## config.mk

```make
export PLATFORM = sky130hd
export DESIGN_NAME = tbl_arb
export DESIGN_NICKNAME = d
export VERILOG_FILES = /design/src/rtl/tbl_arb.sv
export SDC_FILE = /design/constraint.sdc
export NUM_CORES = 1
export LEC_CHECK = 0
export BUFFER_PORTS_ARGS = -buffer_cell sky130_fd_sc_hd__buf_4
export CORE_AREA = 2 2 200 202
export DETAILED_ROUTE_END_ITERATION = 7
export DIE_AREA = 0 0 202 204
export HOLD_SLACK_MARGIN = 0.03
export MAX_ROUTING_LAYER = met4
export PLACE_DENSITY = 0.36
export SETUP_SLACK_MARGIN = 0.2
export SYNTH_ARGS = -nofsm -noshare
export SYNTH_HDL_FRONTEND = slang
export SYNTH_SLANG_ARGS = --single-unit
```

## constraint.sdc

```tcl
create_clock -name clk -period 1.7 [get_ports clk]
set_clock_uncertainty 0.05 [all_clocks]
set_input_delay 0.17 -clock clk [delete_from_list [all_inputs] [get_ports clk]]
set_output_delay 0.17 -clock clk [all_outputs]
set_load 0.03 [all_outputs]
```

## src/rtl/tbl_arb.sv

```systemverilog
// tbl_arb: round-robin arbiter for two table readers plus a table load engine.
// RUN serves reads with one-cycle latency; LOAD streams indexed entries into the table.
module tbl_arb #(
   parameter int TBL_DEPTH = 320
) (
   input  logic        clk,
   input  logic        rst,
   input  logic        req0_vld,
   input  logic        req1_vld,
   input  logic [67:0] req0_A,
   input  logic [67:0] req1_A,
   input  logic [2:0]  req0_xtra,
   input  logic [2:0]  req1_xtra,
   output logic        req0_rdy,
   output logic        req1_rdy,
   output logic        rsp0_vld,
   output logic        rsp1_vld,
   output logic [67:0] rsp_data,
   input  logic        ld_start,
   input  logic        ld_vld,
   input  logic        ld_last,
   input  logic [8:0]  ld_idx,
   input  logic [67:0] ld_data,
   output logic        ld_rdy,
   output logic [67:0] tbl_A,
   output logic [67:0] tbl_B,
   output logic [2:0]  tbl_xtra,
   output logic        tbl_read,
   output logic        tbl_write,
   input  logic [67:0] tbl_res,
   output logic        busy,
   output logic        ld_err,
   output logic [8:0]  ld_cnt
);
   typedef enum logic {RUN, LOAD} state_t;
   state_t      state_q;
   logic        prio_q, rsp0_q, rsp1_q, ld_err_q;
   logic [67:0] rsp_data_q;
   logic [8:0]  ld_cnt_q;
   logic        run, g0, g1, in_rng, beat;
   // ld_start steals the cycle so the load engine never overlaps a read
   assign run       = (state_q == RUN) && !ld_start;
   assign g0        = run && req0_vld && (!req1_vld || !prio_q);
   assign g1        = run && req1_vld && (!req0_vld || prio_q);
   assign beat      = (state_q == LOAD) && ld_vld;
   assign in_rng    = {23'd0, ld_idx} < TBL_DEPTH;
   assign req0_rdy  = g0;
   assign req1_rdy  = g1;
   assign tbl_read  = g0 || g1;
   assign tbl_write = beat && in_rng;
   assign tbl_A     = g0 ? req0_A : g1 ? req1_A : tbl_write ? ld_data : '0;
   assign tbl_xtra  = g0 ? req0_xtra : g1 ? req1_xtra : '0;
   assign tbl_B     = tbl_write ? {14'd0, ld_idx, 45'd0} : '0;
   assign busy      = state_q == LOAD;
   assign ld_rdy    = busy;
   assign rsp0_vld  = rsp0_q;
   assign rsp1_vld  = rsp1_q;
   assign rsp_data  = rsp_data_q;
   assign ld_err    = ld_err_q;
   assign ld_cnt    = ld_cnt_q;
   always_ff @(posedge clk or negedge rst) begin
      if (!rst) begin
         state_q    <= RUN;
         prio_q     <= 1'b0;
         rsp0_q     <= 1'b0;
         rsp1_q     <= 1'b0;
         rsp_data_q <= '0;
         ld_cnt_q   <= '0;
         ld_err_q   <= 1'b0;
      end else begin
         rsp0_q <= g0;
         rsp1_q <= g1;
         if (g0 || g1) begin
            rsp_data_q <= tbl_res;
            prio_q     <= g0;
         end
         if (state_q == RUN && ld_start) begin
            state_q  <= LOAD;
            ld_cnt_q <= '0;
            ld_err_q <= 1'b0;
         end
         if (beat && ld_last) state_q <= RUN;
         if (beat && !in_rng) ld_err_q <= 1'b1;
         if (tbl_write && ld_cnt_q < 9'(TBL_DEPTH)) ld_cnt_q <= ld_cnt_q + 9'd1;
      end
   end
endmodule
```

# [After elaboration in Yosys (flattened, before gate mapping)]
# Index checks and enable logic that the tools add are counted.
[word_totals] memories=0 word_cells=45 out_inout_bits=225 latch_bits=0 rom_bits=0 inputBits=294 ff_bits=82 ram_bits=0
[op_classes] mul=0 n_eq_ne=0 div_mod_pow=0 shifts=0 n_bitwise=1 n_lt_le_gt_ge=2 mux=12 n_reduce_logical=22 add_sub_neg=1
[ops] op="68-bit 2-to-1 mux" count=3
[ops] op="54-bit 2-to-1 mux" count=1
[ops] op="9-bit < comparator (second input constant)" count=2
[ops] op="9-bit 2-to-1 mux" count=2
[ops] op="1-bit logical AND" count=11
[ops] op="9-bit by 1-bit adder with 9-bit output (second input constant)" count=1
[ops] op="3-bit 2-to-1 mux" count=2
[ops] op="2-bit nonzero test" count=3
[ops] op="1-bit zero test" count=5
[ops] op="1-bit 2-to-1 mux" count=4
[ops] op="1-bit logical OR" count=3
[ops] op="1-bit NOT" count=1

# [Depth between registers and ports, before layout]
[depth] ltp_word=6 depth_mapped=7 mapped_depth_nobuf=5

# [Worst setup path after synthesis]
# No wires, ideal clock.
[synth_timing] kind="register to output" from="reg state_q, in the netlist busy" to="out tbl_A[59]" path_stages_with_launch=4 slack_ns=-0.350 t_arrival_ns=1.830 cell_sequence="dfrtp_1 nor3_2 clkbuf_1 a21o_1"
[synth_via] elab_chain_len=6 elab_cells_between_ends=11 cone_classes="3 x mux; 1 x bitwise; 7 x reduce/logical"
[synth_rtl] element="start, declared" line_no="36" rtl="state_t state_q;"
[synth_rtl] element="start signal, assigned" line_no="63" rtl="state_q <= RUN;"
[synth_rtl] element="start signal, assigned" line_no="78" rtl="state_q <= LOAD;"
[synth_rtl] element="start signal, assigned" line_no="82" rtl="if (beat && ld_last) state_q <= RUN;"
[synth_rtl] element="1-bit NOT" line_no="42" rtl="assign run = (state_q == RUN) && !ld_start;"
[synth_rtl] element="1-bit logical AND" line_no="42"
[synth_rtl] element="1-bit logical AND (2 in a row)" line_no="44" rtl="assign g1 = run && req1_vld && (!req0_vld || prio_q);"
[synth_rtl] element="via req1_rdy" line_no="15" rtl="output logic req1_rdy,"
[synth_rtl] element="68-bit 2-to-1 mux (2 in a row)" line_no="51" rtl="assign tbl_A = g0 ? req0_A : g1 ? req1_A : tbl_write ? ld_data : '0;"
[synth_rtl] element="end, declared" line_no="25" rtl="output logic [67:0] tbl_A,"
# The timed path passes the listed nets, and every way through them passes these cells.

# [Worst setup path in the final report]
[layout_timing] from="reg state_q, in the netlist busy" to="out tbl_A[39]"
[layout_via] elab_chain_len=6 elab_cells_between_ends=11 cone_classes="3 x mux; 1 x bitwise; 7 x reduce/logical"
[layout_rtl] element="1-bit NOT" line_no="42"
[layout_rtl] element="1-bit logical AND" line_no="42"
[layout_rtl] element="1-bit logical AND (2 in a row)" line_no="44"
[layout_rtl] element="68-bit 2-to-1 mux" line_no="51"
[layout_rtl] element="68-bit 2-to-1 mux *" line_no="51"
# Mark *: on every way between the ends. The rest lies on a longest branch, timed or not.

==> results by group <==
Job
  • Max Cap Viol: 0

Synth
  • Register area share after synthesis: 0.403
  • Mux contribution to synthesized area: 0.157
  • Synth warn: 0
  • Post-synthesis compound-gate area fraction: 0.253
  • Main combinational cell family by area after synthesis: compound AO/OA/AOI/OAI gates
  • Number of synthesized register bits: 82
  • Synth Area in XOR/XNOR: 0.00172
  • Mapped cell area: 5090 sq um
  • Synth cell types: 44
  • Adder-cell area share of the yosys netlist: 0.00246
  • Number of cells produced by synthesis: 456
  • Post-synthesis simple-gate area fraction: 0.0435
  • Syn Area/Cell: 11.2 sq um

Routing
  • WL per Instance: 18.1 microns
  • Final WL: 28,200 microns
  • Via Count: 5,724
  • 1st-pass router iterations: 4
  • DRT iter0 DRCs: 219
  • Vias/cell: 3.69
  • Routed Antenna Nets: 0
  • # DRC: 0

Worst setup path
  • Crit path required time: 1.48 ns
  • R2r worst-path depth: 8
  • Reg-to-reg endpoint: ld_cnt[4]
  • Critical R2R Launch: busy
  • Data arrival, critical path: 1.86 ns
  • CP endpoint kind: output pin
  • R2R Setup Slk: -0.05 ns
  • CP Max Fanout: 9
  • Worst setup path class: flop to output pin
  • Startpoint types: flop

Layout
  • Share of post-route cells with drive strength above 1: 0.630
  • Multi-input gate area: 2960 sq um
  • Nets: 1,318
  • Ant diodes: 0
  • Area grow syn2layout: 126%
  • FF+latch area: 2060 sq um
  • # fillers: 4,141
  • Non-filler cells, final: 1,553

Place
  • Inst Count DP: 1,436
  • HPWL after detailed placement: 21,200 microns
  • Gpl congestion: 0.729
  • IO Port Bufs: 459

GRT
  • GRT Total Usage: 0.129
  • Global-route wire length before repair: 38,700 microns
  • Number of global-route vias before repair: 6,033
  • Largest net degree at the start of global routing: 33
  • GRT overflow: 0
  • Initial antenna violation count: 0

Floorplan
  • Initial Util: 0.130
  • Core area: 39,200 sq um
  • FP Rows: 73
  • Die area: 41,200 sq um
  • Die Ht: 204 microns
  • Chip width: 202 microns
  • Boundary Pins: 519

Timing
  • Final setup fails: 101
  • Unrepaired setup endpoints after global routing: true
  • Final hold slack: 0.127 ns
  • Final hold violations: 0
  • Period Utilization, post-route: 1.22
  • Tmin final: 2.08 ns
  • Worst Slack Setup Final: -0.382 ns
  • Max Clk Rate: 480 MHz
  • Slew Limit Fails: 0

Clock tree
  • # H-tree levels: 3
  • Longest Clk Path Bufs: 2
  • Sink Count: 82
  • CTS tree: yes
  • Root Buffer Master: clkbuf_16
  • Num CTS Buffers: 9
  • Worst-path clk slew: 0.08 ns
  • Clock Latency Late Sink: 0.35 ns

Pwr
  • Peak VDD IR: 397 uV
  • Pwr Density: 878 nW/um^2
  • Leak: 0.00567 uW

Status
  • Violated checks: negative setup slack
  • Run status: complete, but fails checks

Min path
  • Worst Min Path Start: ld_start
  • Min-Delay Path Depth: 4
  • Hold Crit Class: input port to flop
  • Hold endpoint: ld_err
==> sequential cells by signal, indices dropped and copies added, names as in the netlist <==
| register | count |
|---|---|
| busy | 1 |
| rsp1_vld | 1 |
| ld_err | 1 |
| rsp0_vld | 1 |
| rsp_data | 68 |
| ld_cnt | 9 |
| prio_q | 1 |
==> placed cells by master, fill, tap and decap left out, types with 7 or more instances in the layout <==
cell type	synthesis	layout
inv_1	7	7
mux2_4	9	10
dlygate4sd3_1	0	71
a21o_2	0	39
buf_4	62	396
buf_8	0	7
dfrtp_2	0	8
conb_1	1	59
and3_4	0	10
a22o_1	70	68
mux2_1	59	58
dfrtp_1	82	74
buf_12	0	18
clkbuf_16	0	16
buf_6	9	87
a21o_4	0	27
==> routing by layer <==
metal	up-vias	routed length [microns]	GRT usage
met5	-	0	-
met3	13	1830	0.0362
met2	248	14600	0.221
met4	0	216	0.0197
met1	2739	11500	0.154
li1	2724	-	-
==> Yosys cell counts, drive strengths merged <==
cell type,instances,share of area
a21boi,2,0.0030
a21o,68,0.10
a21oi,4,0.0039
a22o,70,0.12
a311o,2,0.0039
a31o,1,0.0017
and2,1,0.0017
and3,10,0.012
buf,86,0.13
clkbuf,8,0.0059
conb,1,0.00074
dfrtp,82,0.40
ha,1,0.0025
inv,8,0.0059
mux2,68,0.16
nand2,6,0.0049
nand2b,1,0.0012
nand3,8,0.0089
nand3b,1,0.0015
nand4,1,0.0012
nor2,3,0.0027
nor3,3,0.0039
nor3b,1,0.0015
o211ai,1,0.0015
o21a,1,0.0015
o21ai,9,0.0089
o21bai,1,0.0015
o311ai,1,0.0017
o31a,1,0.0017
o31ai,1,0.0015
o41ai,1,0.0017
or2,1,0.0012
or3,2,0.0025
xor2,1,0.0017
==> repair_timing <==
item | in CTS | in global routing
hold endpoints to repair | 95 | 0
hold buffers | 71 | 0
gates cloned | 6 | 9
setup buffers | 13 | 2
pin swaps | 21 | 3
resized for setup | 118 | 16
setup endpoints to repair | 156 | 162
==> cell type report <==
cell class | instances | share of cell area
sequential | 82 | 0.179
inverter | 8 | 0.00327
clock inverter | 7 | 0.00730
tap | 525 | 0.0572
clock buffer | 9 | 0.0196
timing repair buffer | 592 | 0.476
multi-input combinational | 330 | 0.257
==> report_power, final <==
group	switching, uW	total, uW	leakage (uW)	internal (uW)
combinational	2760	5180	0.00454	2410
sequential	323	2810	0.000974	2490
clock	934	2100	0.000149	1170
==> metrics by stage <==
step                      utilization  TNS [ns]  setup WS [ns]  total power (uW)  cell area [sq um]
after floorplan                     -         0         0.0144              5480               5620
after global placement          0.242  -0.00661       -0.00661              7530               9460
after detailed placement        0.242   -0.0457        -0.0152              7540               9460
after CTS                       0.286    -28.57         -0.399             10200              11200
after global routing            0.293    -35.17         -0.447             10700              11500
final                           0.293    -25.90         -0.382             10100              11500
==> how the worst max path moves through the flow <==
stage / depth (start not counted) / end / from / slack [ns]
after floorplan: 7 / tbl_A[48] / busy / 0.01
after global placement: 6 / tbl_A[3] / busy / -0.007
after detailed placement: 7 / tbl_A[44] / busy / -0.02
after CTS: 7 / tbl_A[13] / busy / -0.40
after global routing: 7 / tbl_A[58] / busy / -0.45
final: 7 / tbl_A[39] / busy / -0.38
==> cell families (layout without fill, tap and decap cells) <==
family,after synthesis,after routing
xor+xnor,1,1
compound gates,163,163
flops,82,82
mux,68,68
buf+inv,102,616
other cells,1,59
fa+ha+maj,1,1
simple gates,38,38
==> critical path, stage by stage (launching register included) <==
cell	delay, ns
dfrtp_2	0.43
and2_4	0.15
nand2_4	0.09
inv_8	0.08
clkbuf_16	0.18
a22o_1	0.23
a21o_2	0.19
buf_6	0.14
No activity file was read; power rests on OpenSTA's default activity.
